<file path="src/rtl/fxp_mul_arb.sv">
// fxp_mul_arb: round-robin arbiter that lets NREQ requesters share a single
// pipelined signed fixed-point multiplier (fxp_mul_pipe, also in this file).
// Each result returns on a shared bus with a one-hot strobe that names its owner.
// Optional feature: define FXP_MUL_ARB_OVF_STICKY_EN to add ovf_sticky[NREQ].
// The multiplier requires WOF <= WIFA+WIFB. It rounds half-up when ROUND != 0
// and saturates to the output range, raising prod_ovf when it does.

module fxp_mul_pipe #(
   parameter int WIIA  = 8,
   parameter int WIFA  = 8,
   parameter int WIIB  = 8,
   parameter int WIFB  = 8,
   parameter int WOI   = 12,
   parameter int WOF   = 6,
   parameter int ROUND = 1,
   parameter int LAT   = 2
) (
   input  logic                   clk,
   input  logic                   rst,
   input  logic [WIIA+WIFA-1:0]   in_a,
   input  logic [WIIB+WIFB-1:0]   in_b,
   output logic [WOI+WOF-1:0]     prod_out,
   output logic                   prod_ovf
);
   localparam int WA  = WIIA + WIFA;
   localparam int WB  = WIIB + WIFB;
   localparam int PW  = WA + WB;
   localparam int SH  = WIFA + WIFB - WOF;
   localparam int WO  = WOI + WOF;
   localparam int HSH = (SH > 0) ? SH - 1 : 0;
   localparam logic signed [PW:0] ONE  = 1;
   localparam logic signed [PW:0] HALF = (ROUND != 0 && SH > 0) ? (ONE <<< HSH) : '0;
   localparam logic signed [PW:0] OMAX = (ONE <<< (WO - 1)) - ONE;
   localparam logic signed [PW:0] OMIN = -OMAX - ONE;

   logic signed [PW-1:0] a_ext, b_ext, prod_full;
   logic signed [PW:0]   rnd_sum, scaled;
   logic [WO-1:0]        res_d [LAT];
   logic [WO-1:0]        res_q [LAT];
   logic                 ovf_d [LAT];
   logic                 ovf_q [LAT];

   // Full-precision product, half-LSB rounding, saturation, then the delay chain
   always_comb begin
      a_ext     = PW'($signed(in_a));
      b_ext     = PW'($signed(in_b));
      prod_full = a_ext * b_ext;
      rnd_sum   = {prod_full[PW-1], prod_full} + HALF;
      scaled    = rnd_sum >>> SH;
      res_d[0]  = scaled[WO-1:0];
      ovf_d[0]  = 1'b0;
      if (scaled > OMAX) begin
         res_d[0] = OMAX[WO-1:0];
         ovf_d[0] = 1'b1;
      end else if (scaled < OMIN) begin
         res_d[0] = OMIN[WO-1:0];
         ovf_d[0] = 1'b1;
      end
      for (int i = 1; i < LAT; i++) begin
         res_d[i] = res_q[i-1];
         ovf_d[i] = ovf_q[i-1];
      end
   end

   // Pipeline registers; reset flushes them so the output bus reads zero
   always_ff @(posedge clk) begin
      if (rst) begin
         for (int i = 0; i < LAT; i++) begin
            res_q[i] <= '0;
            ovf_q[i] <= 1'b0;
         end
      end else begin
         for (int i = 0; i < LAT; i++) begin
            res_q[i] <= res_d[i];
            ovf_q[i] <= ovf_d[i];
         end
      end
   end

   assign prod_out = res_q[LAT-1];
   assign prod_ovf = ovf_q[LAT-1];
endmodule

module fxp_mul_arb #(
   parameter int NREQ    = 4,
   parameter int WIIA    = 8,
   parameter int WIFA    = 8,
   parameter int WIIB    = 8,
   parameter int WIFB    = 8,
   parameter int WOI     = 12,
   parameter int WOF     = 6,
   parameter int ROUND   = 1,
   parameter int MUL_LAT = 2
) (
   input  logic                        clk,
   input  logic                        rst,
   input  logic [NREQ-1:0]             req_valid,
   output logic [NREQ-1:0]             req_ready,
   input  logic [NREQ*(WIIA+WIFA)-1:0] req_ina,
   input  logic [NREQ*(WIIB+WIFB)-1:0] req_inb,
   output logic [NREQ-1:0]             rsp_valid,
   output logic [WOI+WOF-1:0]          rsp_out,
   output logic                        rsp_overflow,
   output logic                        busy
`ifdef FXP_MUL_ARB_OVF_STICKY_EN
   ,
   output logic [NREQ-1:0]             ovf_sticky
`endif
);
   localparam int WA   = WIIA + WIFA;
   localparam int WB   = WIIB + WIFB;
   localparam int WO   = WOI + WOF;
   localparam int PTRW = $clog2(NREQ);

   logic [PTRW-1:0] ptr_q, ptr_d, grant_idx;
   logic [NREQ-1:0] grant;
   logic            xfer;
   int              scan_idx;
   logic [WA-1:0]   a0_q, a0_d;
   logic [WB-1:0]   b0_q, b0_d;
   logic            tag0_valid_q, tag0_valid_d;
   logic [NREQ-1:0] tag0_id_q, tag0_id_d;
   logic            tag_valid_d [MUL_LAT];
   logic            tag_valid_q [MUL_LAT];
   logic [NREQ-1:0] tag_id_d [MUL_LAT];
   logic [NREQ-1:0] tag_id_q [MUL_LAT];
   logic [WO-1:0]   mul_out;
   logic            mul_ovf;
   logic            in_flight;

   // Round-robin search from ptr; the first valid requester wins, nobody while in reset
   always_comb begin
      grant     = '0;
      grant_idx = '0;
      xfer      = 1'b0;
      scan_idx  = 0;
      for (int k = 0; k < NREQ; k++) begin
         scan_idx = int'(ptr_q) + k;
         if (scan_idx >= NREQ) scan_idx = scan_idx - NREQ;
         if (!xfer && req_valid[scan_idx]) begin
            xfer            = 1'b1;
            grant[scan_idx] = 1'b1;
            grant_idx       = PTRW'(scan_idx);
         end
      end
      if (rst) begin
         grant = '0;
         xfer  = 1'b0;
      end
   end

   assign req_ready = grant;

   // Next pointer, stage-0 operand capture (zeros as a bubble) and the tag delay line
   always_comb begin
      ptr_d = ptr_q;
      if (xfer) ptr_d = (int'(grant_idx) == NREQ - 1) ? '0 : grant_idx + 1'b1;
      a0_d         = xfer ? req_ina[int'(grant_idx)*WA +: WA] : '0;
      b0_d         = xfer ? req_inb[int'(grant_idx)*WB +: WB] : '0;
      tag0_valid_d = xfer;
      tag0_id_d    = grant;
      tag_valid_d[0] = tag0_valid_q;
      tag_id_d[0]    = tag0_id_q;
      for (int i = 1; i < MUL_LAT; i++) begin
         tag_valid_d[i] = tag_valid_q[i-1];
         tag_id_d[i]    = tag_id_q[i-1];
      end
   end

   // Arbiter pointer, stage 0 and tag line; reset discards everything in flight
   always_ff @(posedge clk) begin
      if (rst) begin
         ptr_q        <= '0;
         a0_q         <= '0;
         b0_q         <= '0;
         tag0_valid_q <= 1'b0;
         tag0_id_q    <= '0;
         for (int i = 0; i < MUL_LAT; i++) begin
            tag_valid_q[i] <= 1'b0;
            tag_id_q[i]    <= '0;
         end
      end else begin
         ptr_q        <= ptr_d;
         a0_q         <= a0_d;
         b0_q         <= b0_d;
         tag0_valid_q <= tag0_valid_d;
         tag0_id_q    <= tag0_id_d;
         for (int i = 0; i < MUL_LAT; i++) begin
            tag_valid_q[i] <= tag_valid_d[i];
            tag_id_q[i]    <= tag_id_d[i];
         end
      end
   end

   fxp_mul_pipe #(
      .WIIA (WIIA), .WIFA (WIFA), .WIIB (WIIB), .WIFB (WIFB),
      .WOI  (WOI),  .WOF  (WOF),  .ROUND(ROUND), .LAT (MUL_LAT)
   ) u_mul (
      .clk      (clk),
      .rst      (rst),
      .in_a     (a0_q),
      .in_b     (b0_q),
      .prod_out (mul_out),
      .prod_ovf (mul_ovf)
   );

   // Response strobe and status; everything is forced quiet while reset is held
   always_comb begin
      in_flight = tag0_valid_q;
      for (int i = 0; i < MUL_LAT; i++) in_flight = in_flight | tag_valid_q[i];
      rsp_valid = '0;
      if (!rst && tag_valid_q[MUL_LAT-1]) rsp_valid = tag_id_q[MUL_LAT-1];
      rsp_out      = rst ? '0 : mul_out;
      rsp_overflow = !rst && mul_ovf;
      busy         = !rst && in_flight;
   end

`ifdef FXP_MUL_ARB_OVF_STICKY_EN
   logic [NREQ-1:0] ovf_sticky_q, ovf_sticky_d;

   // A new transfer clears the owner's bit; an overflowing result sets it (set wins)
   always_comb begin
      ovf_sticky_d = ovf_sticky_q & ~grant;
      if (rsp_overflow) ovf_sticky_d = ovf_sticky_d | rsp_valid;
   end

   // Sticky overflow register
   always_ff @(posedge clk) begin
      if (rst) ovf_sticky_q <= '0;
      else     ovf_sticky_q <= ovf_sticky_d;
   end

   assign ovf_sticky = ovf_sticky_q;
`else
   // This build carries no per-requester overflow history.
`endif
endmodule

</file>
<file path="config.mk">
export PLATFORM = sky130hd
export DESIGN_NAME = fxp_mul_arb
export DESIGN_NICKNAME = d
export VERILOG_FILES = /design/src/rtl/fxp_mul_arb.sv
export SDC_FILE = /design/constraint.sdc
export NUM_CORES = 1
export LEC_CHECK = 0
export BUFFER_PORTS_ARGS = -buffer_cell sky130_fd_sc_hd__buf_2
export CAP_MARGIN = 20
export CORE_UTILIZATION = 50
export DETAILED_ROUTE_END_ITERATION = 10
export GPL_TIMING_DRIVEN = 0
export PLACE_DENSITY = 0.81
export SKIP_LAST_GASP = 1
export SLEW_MARGIN = 20
export SYNTH_ARGS = -nofsm -noshare
export SYNTH_HDL_FRONTEND = slang
export SYNTH_SLANG_ARGS = --single-unit
export TNS_END_PERCENT = 20
</file>
<file path="constraint.sdc">
create_clock -name clk -period 6.16 [get_ports clk]
set_input_delay 0.616 -clock clk [delete_from_list [all_inputs] [get_ports clk]]
set_output_delay 0.616 -clock clk [all_outputs]
set_load 0.05 [all_outputs]
</file>
==> flow_summary.json, run 1 <==
{
  "wl_per_cell_um": 18.8,
  "status": "complete, but fails checks",
  "setup_ws_ns": -0.589,
  "place_area_um2": 15300,
  "grt_max_degree": 17,
  "yosysSeqAreaShare_pct": 12.5,
  "clkLatencyLatePin_ns": 0.36,
  "cts_root_buffer": "clkbuf_16",
  "fin_tns_setup_ns": -10.16,
  "finalNetCount": 2200,
  "min-delay-path-class": "reg2reg",
  "postCtsHoldBufs": 0,
  "drt_iter0_drc": 764,
  "dieWidth_um": 169,
  "ys_types": 56,
  "gp_congestion": 0.932,
  "timing.rr.end": "u_mul.res_q[0][9]",
  "cts_buffers": 9,
  "h-tree-depth": 3,
  "cp_max_fo": 7,
  "grt_pass1_vias": 12068,
  "relSlewSlack_pct": 45.2,
  "reg2reg_depth": 24,
  "drv_cap": 0,
  "ys.warnings.count": 0,
  "worstPathArrival_ns": 6.99,
  "min_path_cells": 1,
  "insertedDiodeCount": 0,
  "ios": 162,
  "start_kind": "flop",
  "violations": "negative setup slack",
  "syn_avg_cell_area_um2": 9.46,
  "cts_buffer_depth": 2,
  "grt_pass1_wl_um": 59200,
  "rsz0062_at_grt": "true",
  "period_share_pct": 110,
  "async_flop_share_pct": 0,
  "antenna_found_initial": 0,
  "syn_inst": 1474,
  "worst-setup-path-type": "reg2reg",
  "die_area_um2": 28600,
  "hold_end": "u_mul.res_q[0][20]",
  "synth_top_flop_cell": "dfxtp_1",
  "initial_core_util_pct": 51.3,
  "pre_cts_ws_ns": -1.29,
  "viasPerCell": 5.46,
  "cts_tree": "built",
  "setup_violations": 19,
  "tightest_slew_ns": 0.817,
  "cp-end-kind": "flop",
  "worst_r2r_startpoint": "a0_q[10]",
  "dp_hpwl_um": 28200,
  "drtAntennaViolNets": 0,
  "fin_crit_ns": 6.75,
  "final_common_cell": "inv_1",
  "r2r_slack_ns": -0.59,
  "clock_sinks": 87,
  "syn_nets": 1958,
  "num_vias": 11429,
  "slew_viol_final": 0,
  "route.detailed.drc": 0,
  "fin_skew_ns": 0.0124,
  "cp.required_ns": 6.40,
  "synth-edff-count": 0,
  "synth_area_um2": 13900,
  "rows": 60,
  "portBuffers": 160,
  "grt_overflow": 0,
  "syn_to_final_growth_pct": 24.1,
  "final_cell_mix": "inv_1, fa_1, buf_2, and2_1, nand2_1",
  "final_cell_area_um2": 17300,
  "detail_route.wirelength_um": 39300,
  "die_h_um": 169,
  "drive_above_1_share_pct": 29.2,
  "hold_viol": 0,
  "fmax_mhz": 148,
  "drtPass1Iterations": 5,
  "path_clk_slew_ns": 0.08,
  "track_usage_pct": 27.2,
  "min_from": "u_mul.res_q[0][2]",
  "core_area_um2": 27200,
  "synth-seq-cells": 87
}
-- kinds of logic after synthesis --
logic type | count (synthesis) | synth area share, %
compound gates | 132 | 6.67
xor+xnor | 31 | 1.95
fa+ha+maj | 350 | 45.8
buf+inv | 402 | 11.3
flops | 87 | 12.5
mux | 37 | 5.72
simple gates | 435 | 16.1
-- synth_stat cells (2+ instances only) --
cell	n	area, um^2
buf_6	2	22.5
o211ai_1	8	60.1
buf_12	2	40.0
a211oi_1	2	15.0
buf_2	6	30.0
clkbuf_1	45	169
nor4_2	2	25.0
a221oi_1	5	43.8
and3_1	6	37.5
a22oi_1	4	30.0
o21ai_2	12	105
a221oi_2	2	30.0
xnor2_1	22	193
ha_1	83	1040
nand2b_1	3	18.8
nor2_1	43	161
dfxtp_1	87	1740
a21oi_1	26	130
inv_1	344	1290
nor3_1	5	25.0
nand2_1	150	563
mux4_2	34	766
xor2_1	9	78.8
buf_4	3	22.5
a21oi_4	2	32.5
o21a_1	3	22.5
a21o_1	9	67.6
a21oi_2	6	52.6
a31oi_1	7	43.8
nor4_1	2	12.5
fa_1	267	5350
mux2_2	2	22.5
o21ai_1	12	60.1
nand4_1	6	37.5
nor2b_1	51	319
and2_1	157	982
a211oi_2	2	25.0
nand3_1	5	25.0
o21ai_0	21	105
-- registers in the layout (all words and copies together) (netlist names), named ones only --
name,cells
a0_q,16
tag_valid_q,2
b0_q,16
u_mul.res_q,36
tag0_id_q,4
u_mul.ovf_q,2
tag0_valid_q,1
tag_id_q,8
ptr_q,1
-- final cells by class --
cell class / count / area [um^2]
multi-input combinational: 985 / 11300
clock buffer: 10 / 239
inverter: 344 / 1320
tap: 372 / 465
clock inverter: 6 / 50.0
timing repair buffer: 235 / 1490
fill: 2037 / 9870
buffer: 54 / 588
sequential: 87 / 1850
-- how the worst max path moves through the flow --
| stage | start | endpoint | slack [ns] | cells after the start |
|---|---|---|---|---|
| 6_report | a0_q[10] | u_mul.res_q[0][9] | -0.59 | 24 |
| 5_1_grt | a0_q[11] | u_mul.res_q[0][8] | -0.75 | 23 |
| 4_1_cts | a0_q[15] | u_mul.res_q[0][5] | -0.50 | 28 |
| 3_5_place_dp | a0_q[5] | u_mul.res_q[0][16] | -1.29 | 24 |
| 3_3_place_gp | a0_q[6] | u_mul.res_q[0][16] | -1.31 | 24 |
| 2_1_floorplan | b0_q[5] | u_mul.res_q[0][7] | -0.20 | 26 |
-- critical path, stage by stage (launching register included) --
cell       delay, ns
dfxtp_4         0.43
buf_8           0.15
clkbuf_2        0.16
nand2_1         0.09
fa_1            0.52
inv_1           0.06
fa_1            0.56
fa_1            0.46
fa_1            0.53
fa_1            0.49
inv_1           0.05
fa_1            0.54
inv_1           0.07
ha_4            0.30
nand2_4         0.09
nor4_4          0.34
a221oi_4        0.15
a31oi_2         0.26
o21a_1          0.22
buf_4           0.13
o22ai_1         0.07
or4_4           0.58
nand3_4         0.14
clkbuf_16       0.17
o21ai_2         0.05
-- metal layers --
metal	up-vias	GRT usage, %	share of wire [%]
met5	-	1.57	0.10
met4	2	17.4	6.5
met3	189	5.63	8.6
met2	575	47.0	50
met1	5718	30.5	35
li1	4945	-	-
-- through the flow --
step,instances,utilization (%),hold slack (ns)
floorplan,1474,-,0.414
global placement,2006,56.4,0.416
detailed placement,2006,56.4,0.424
CTS,2046,60.7,0.439
global route,2093,63.7,0.461
finish,2093,63.7,0.435
-- repair_timing --
action,CTS,global route
setup endpoints to repair,19,19
gates cloned,1,3
pin swaps,48,126
setup buffers,26,45
resized for setup,190,113
Power of run 1 is not shown: default switching activity piles up to over one toggle a cycle in this logic, so the estimate is an artifact.
==> inputs of run 2 (changes only) <==
Settings changed: ABC_AREA set to 1, PLACE_DENSITY 0.81 to 0.8.
==> flow_summary.json, run 2 <==
{
  "cpMostUsedCell": "fa_1",
  "synth_top_area_share_pct": 36.2,
  "path_delay_family": "adder cells",
  "synth-seq-cells": 87,
  "drive_above_1_share_pct": 19.0,
  "drtPass1Iterations": 5,
  "initial_core_util_pct": 51.2,
  "synth-edff-count": 0,
  "top_layer": "met4",
  "gp_congestion": 0.975,
  "worstPathArrival_ns": 6.47,
  "portBuffers": 160,
  "ys.warnings.count": 0,
  "finalNetCount": 2746,
  "ys_types": 40,
  "h-tree-depth": 3,
  "start_kind": "flop",
  "cp-end-kind": "flop",
  "route.detailed.drc": 0,
  "dp_hpwl_um": 31700,
  "final_cell_mix": "nand2_1, inv_1, fa_1, buf_2, nor2_1",
  "period_share_pct": 101,
  "clkLatencyLatePin_ns": 0.36,
  "synth_area_leaders": "fa_1, nand2_1, inv_1, dfxtp_1, ha_1",
  "cts_buffers": 9,
  "track_usage_pct": 27.7,
  "rows": 62,
  "setup_violations": 19,
  "async_flop_share_pct": 0,
  "largestRegisters": "u_mul.res_q: 36 flops, a0_q: 16 flops, b0_q: 16 flops",
  "synth_top_flop_cell": "dfxtp_1",
  "final_cell_area_um2": 17500,
  "top_register": "u_mul.res_q",
  "cp.required_ns": 6.38,
  "drv_cap": 0,
  "grt_pass1_vias": 14022,
  "path_clk_slew_ns": 0.08,
  "cp_num_cells": 28,
  "largest_register_ffs": 36,
  "min-delay-path-class": "reg2reg",
  "core_area_um2": 28900,
  "cp-startpoint": "a0_q[15]",
  "drt_iter0_drc": 797,
  "m1WireLength_um": 14800,
  "cpPeakStageDelay_ns": 0.60,
  "status": "complete, but fails checks",
  "place_area_um2": 16100,
  "violations": "negative setup slack",
  "syn_avg_cell_area_um2": 7.12,
  "grt_max_degree": 19,
  "hold_viol": 0,
  "antenna_found_initial": 0,
  "met3_length_um": 3170,
  "grt_overflow": 0,
  "syn_to_final_growth_pct": 18.7,
  "insertedDiodeCount": 0,
  "rsz0062_at_grt": "true",
  "fin_crit_ns": 6.25,
  "whs_ns": 0.398,
  "synthTopCellsByCount": "nand2_1, inv_1, fa_1",
  "worst-setup-path-type": "reg2reg",
  "cts_tree": "built",
  "grt_pass1_wl_um": 66000,
  "wl_per_cell_um": 15.1,
  "detail_route.wirelength_um": 40100,
  "reg2reg_depth": 28,
  "min_path_cells": 2,
  "viasPerCell": 4.97,
  "fin_skew_ns": 0.0131,
  "cts_buffer_depth": 2,
  "slew_viol_final": 0,
  "die_h_um": 174,
  "tightest_slew_ns": 0.579,
  "setup_ws_ns": -0.0886,
  "route.met2.wl_um": 19400,
  "crit_buf_inv": 9,
  "dieWidth_um": 174,
  "final_common_cell": "nand2_1",
  "synth_area_um2": 14800,
  "ios": 162,
  "clock_sinks": 87,
  "fmax_mhz": 160,
  "syn_inst": 2074,
  "yosysSeqAreaShare_pct": 11.8,
  "die_area_um2": 30200,
  "timing.rr.end": "u_mul.res_q[0][3]",
  "num_vias": 13188,
  "post-synth-top-count-cell": "nand2_1",
  "relSlewSlack_pct": 61.4,
  "worst_r2r_startpoint": "a0_q[15]",
  "critical-path-slowest-cell": "fa_1",
  "cp_max_fo": 9,
  "hold_end": "u_mul.res_q[0][20]",
  "min_from": "u_mul.res_q[0][2]",
  "drtAntennaViolNets": 0,
  "r2r_slack_ns": -0.09,
  "synth_area_leader_cell": "fa_1",
  "cts_root_buffer": "clkbuf_16",
  "final_util_pct": 60.8,
  "syn_nets": 2558
}
[run 2: changes by cell type in the layout (fill, tap and decap cells not counted), moves of 45 or more]
| cell | previous run | this run |
|---|---|---|
| and2_1 | 150 | 1 |
| inv_1 | 320 | 556 |
| nand2_1 | 140 | 569 |
| nand3_1 | 3 | 48 |
| nor2_1 | 41 | 159 |
| nor2b_1 | 51 | 0 |
[run 2: layer usage]
layer | global-route usage (%) | up-vias
li1 | - | 6203
met1 | 31.9 | 6268
met2 | 48.1 | 556
met3 | 4.32 | 161
met4 | 17.6 | 0
met5 | 0 | -
[run 2: what timing repair did]
action / 4_1_cts / 5_1_grt
buffers inserted: 29 / 9
hold buffers: 0 / 0
resized for setup: 185 / 87
pin swaps: 52 / 39
gates cloned: 2 / 1
setup endpoints to repair: 19 / 19
endpoints found under the hold margin: 0 / 0
[run 2: how the worst max path moves through the flow]
| stage | to | slack, ns |
|---|---|---|
| after floorplan | u_mul.res_q[0][10] | 0.0003 |
| after detailed placement | u_mul.res_q[0][16] | -0.91 |
| after CTS | u_mul.res_q[0][16] | -0.0006 |
| final | u_mul.res_q[0][3] | -0.09 |
| after global placement | u_mul.res_q[0][16] | -0.88 |
| after global routing | u_mul.res_q[0][2] | -0.33 |
[run 2: layout make-up]
class,count,area (um^2)
clock buffers,9,225
plain buffers,67,612
well taps,384,480
repair buffers,201,1150
clock inverters,7,78.8
multi-input cells,1314,11000
inverters,582,2190
flip-flops and latches,87,1830
fillers,2553,11300
[run 2: worst register-to-register path, delay by kind of cell, from the launching register on]
kind / cells / cell delay [ns]
buffers and inverters: 9 / 1.02
flip-flops: 1 / 0.37
adder cells (fa/ha/maj): 7 / 3.48
AND/OR/NAND/NOR: 10 / 1.05
AO/OA/AOI/OAI: 2 / 0.20
[run 2: stage by stage]
stage          cells  setup slack, ns   TNS (ns)
2_1_floorplan   2074         0.000299          0
3_3_place_gp    2618           -0.877     -14.93
3_5_place_dp    2618           -0.911     -15.78
4_1_cts         2642        -0.000568  -0.000568
5_1_grt         2651           -0.326      -5.75
6_report        2651          -0.0886      -1.28
[run 2: cell families (layout without fill, tap and decap cells)]
group                      count (synthesis)  in the layout  share of synthesized area, %
xor gates and xnor gates                  27             27                          1.60
buffers and inverters                    673            866                          17.7
AOI/OAI and AO/OA                         87             87                          3.22
and+or+nand+nor                          850            850                          22.4
DFF                                       87             87                          11.8
adders and majority gates                350            350                          43.2
Power of run 2 is left out for the same reason.
==> inputs of run 3 (changes only) <==
Settings changed: GPL_ROUTABILITY_DRIVEN set to 1.
Clock period 6.16 ns to 5.1 ns, I/O delays scaled along.
==> flow_summary.json, run 3 (same netlist as run 2, synthesis figures left out) <==
{
  "r2r_slack_ns": -1.16,
  "fin_skew_ns": 0.0172,
  "core_area_um2": 28900,
  "tightest_slew_ns": 0.579,
  "largestRegisters": "u_mul.res_q: 36 flops, a0_q: 16 flops, b0_q: 16 flops",
  "timing.rr.end": "u_mul.res_q[0][1]",
  "detail_route.wirelength_um": 39700,
  "reg2reg_depth": 30,
  "viasPerCell": 4.94,
  "drt_iter0_drc": 809,
  "final_cell_count_no_fill": 2656,
  "route.met2.wl_um": 19800,
  "drtAntennaViolNets": 0,
  "grt_pass1_vias": 14012,
  "violations": "negative setup slack",
  "start_kind": "flop",
  "syn_to_final_growth_pct": 19.1,
  "grt_max_degree": 19,
  "finalNetCount": 2751,
  "cp.required_ns": 5.40,
  "die_h_um": 174,
  "top_layer": "met4",
  "wl_per_cell_um": 14.9,
  "regArea_um2": 1820,
  "critical-path-slowest-cell": "fa_1",
  "antenna_found_initial": 0,
  "setup_violations": 19,
  "initial_core_util_pct": 51.2,
  "cp_max_fo": 10,
  "setup_ws_ns": -1.16,
  "worst_r2r_startpoint": "b0_q[4]",
  "largest_register_ffs": 36,
  "dieWidth_um": 174,
  "track_usage_pct": 27.9,
  "relSlewSlack_pct": 61.4,
  "worst-setup-path-type": "reg2reg",
  "m1WireLength_um": 14800,
  "dp.cells": 2618,
  "gp_congestion": 0.970,
  "fillCellCount": 2511,
  "top_register": "u_mul.res_q",
  "cts_buffer_depth": 2,
  "route.detailed.drc": 0,
  "drv_cap": 0,
  "min_from": "u_mul.res_q[0][13]",
  "dp_hpwl_um": 31800,
  "drive_above_1_share_pct": 18.9,
  "cts_buffers": 9,
  "clkLatencyLatePin_ns": 0.37,
  "final_common_cell": "nand2_1",
  "final_cell_mix": "nand2_1, inv_1, fa_1, buf_2, nor2_1",
  "status": "complete, but fails checks",
  "pre_cts_ws_ns": -2.04,
  "die_area_um2": 30200,
  "cpPeakStageDelay_ns": 0.60,
  "grt_pass1_wl_um": 66300,
  "ios": 162,
  "clock_sinks": 87,
  "cp-startpoint": "b0_q[4]",
  "period_share_pct": 123,
  "fmax_mhz": 160,
  "multiInputGateArea_um2": 10900,
  "cp-end-kind": "flop",
  "met3_length_um": 2650,
  "drtPass1Iterations": 6,
  "h-tree-depth": 3,
  "hold_viol": 0,
  "fin_crit_ns": 6.26,
  "insertedDiodeCount": 0,
  "min-delay-path-class": "reg2reg",
  "portBuffers": 160,
  "fin_tns_setup_ns": -21.50,
  "postCtsHoldBufs": 0,
  "slew_viol_final": 0,
  "cts_tree": "built",
  "path_clk_slew_ns": 0.08,
  "num_vias": 13117,
  "grt_overflow": 0,
  "rows": 62,
  "worstPathArrival_ns": 6.56,
  "cts_root_buffer": "clkbuf_16",
  "crit_end": "u_mul.res_q[0][1]",
  "rsz0062_at_grt": "true"
}
run 3: layout make-up:
cell class	count	share of cell area, %
repair buffers	204	6.73
flip-flops and latches	87	10.4
inverters	582	12.5
clock buffers	9	1.28
multi-input cells	1314	62.1
plain buffers	69	3.96
well taps	384	2.73
clock inverters	7	0.419
run 3: how the worst min path moves through the flow:
stage                         endpoint  slack, ns  cells past startpoint
finish              u_mul.res_q[0][31]       0.39                      2
global route            tag_id_q[0][4]       0.41                      2
CTS                 u_mul.res_q[0][31]       0.40                      2
detailed placement  u_mul.res_q[0][35]       0.39                      2
global placement        tag_id_q[0][4]       0.39                      2
floorplan               tag_id_q[0][0]       0.39                      2
run 3: metrics by stage:
stage,hold slack [ns],area (um^2),utilization (%)
floorplan,0.388,14900,-
global placement,0.388,16200,56.1
detailed placement,0.394,16200,56.1
CTS,0.402,17500,60.5
global route,0.414,17600,61.0
finish,0.395,17600,61.0
run 3: metal layers:
layer,vias up,global-route usage (%)
met4,0,16.2
met2,525,49.0
met1,6222,32.5
met5,-,0
li1,6214,-
met3,156,4.04
run 3: timing repair:
item	in CTS	in global routing
hold endpoints to repair	0	0
gates cloned	2	0
gates resized for setup	209	37
endpoints found under the setup margin	19	19
buffers inserted	36	6
pin swaps	68	28
run 3: critical path, delay by kind of cell (launching register included):
family / cells / cell delay (ns)
adder cells (fa/ha/maj): 7 / 3.49
AND/OR/NAND/NOR: 12 / 1.26
buffers and inverters: 10 / 0.94
flip-flops: 1 / 0.36
AO/OA/AOI/OAI: 1 / 0.12
Power of run 3 is left out for the same reason.
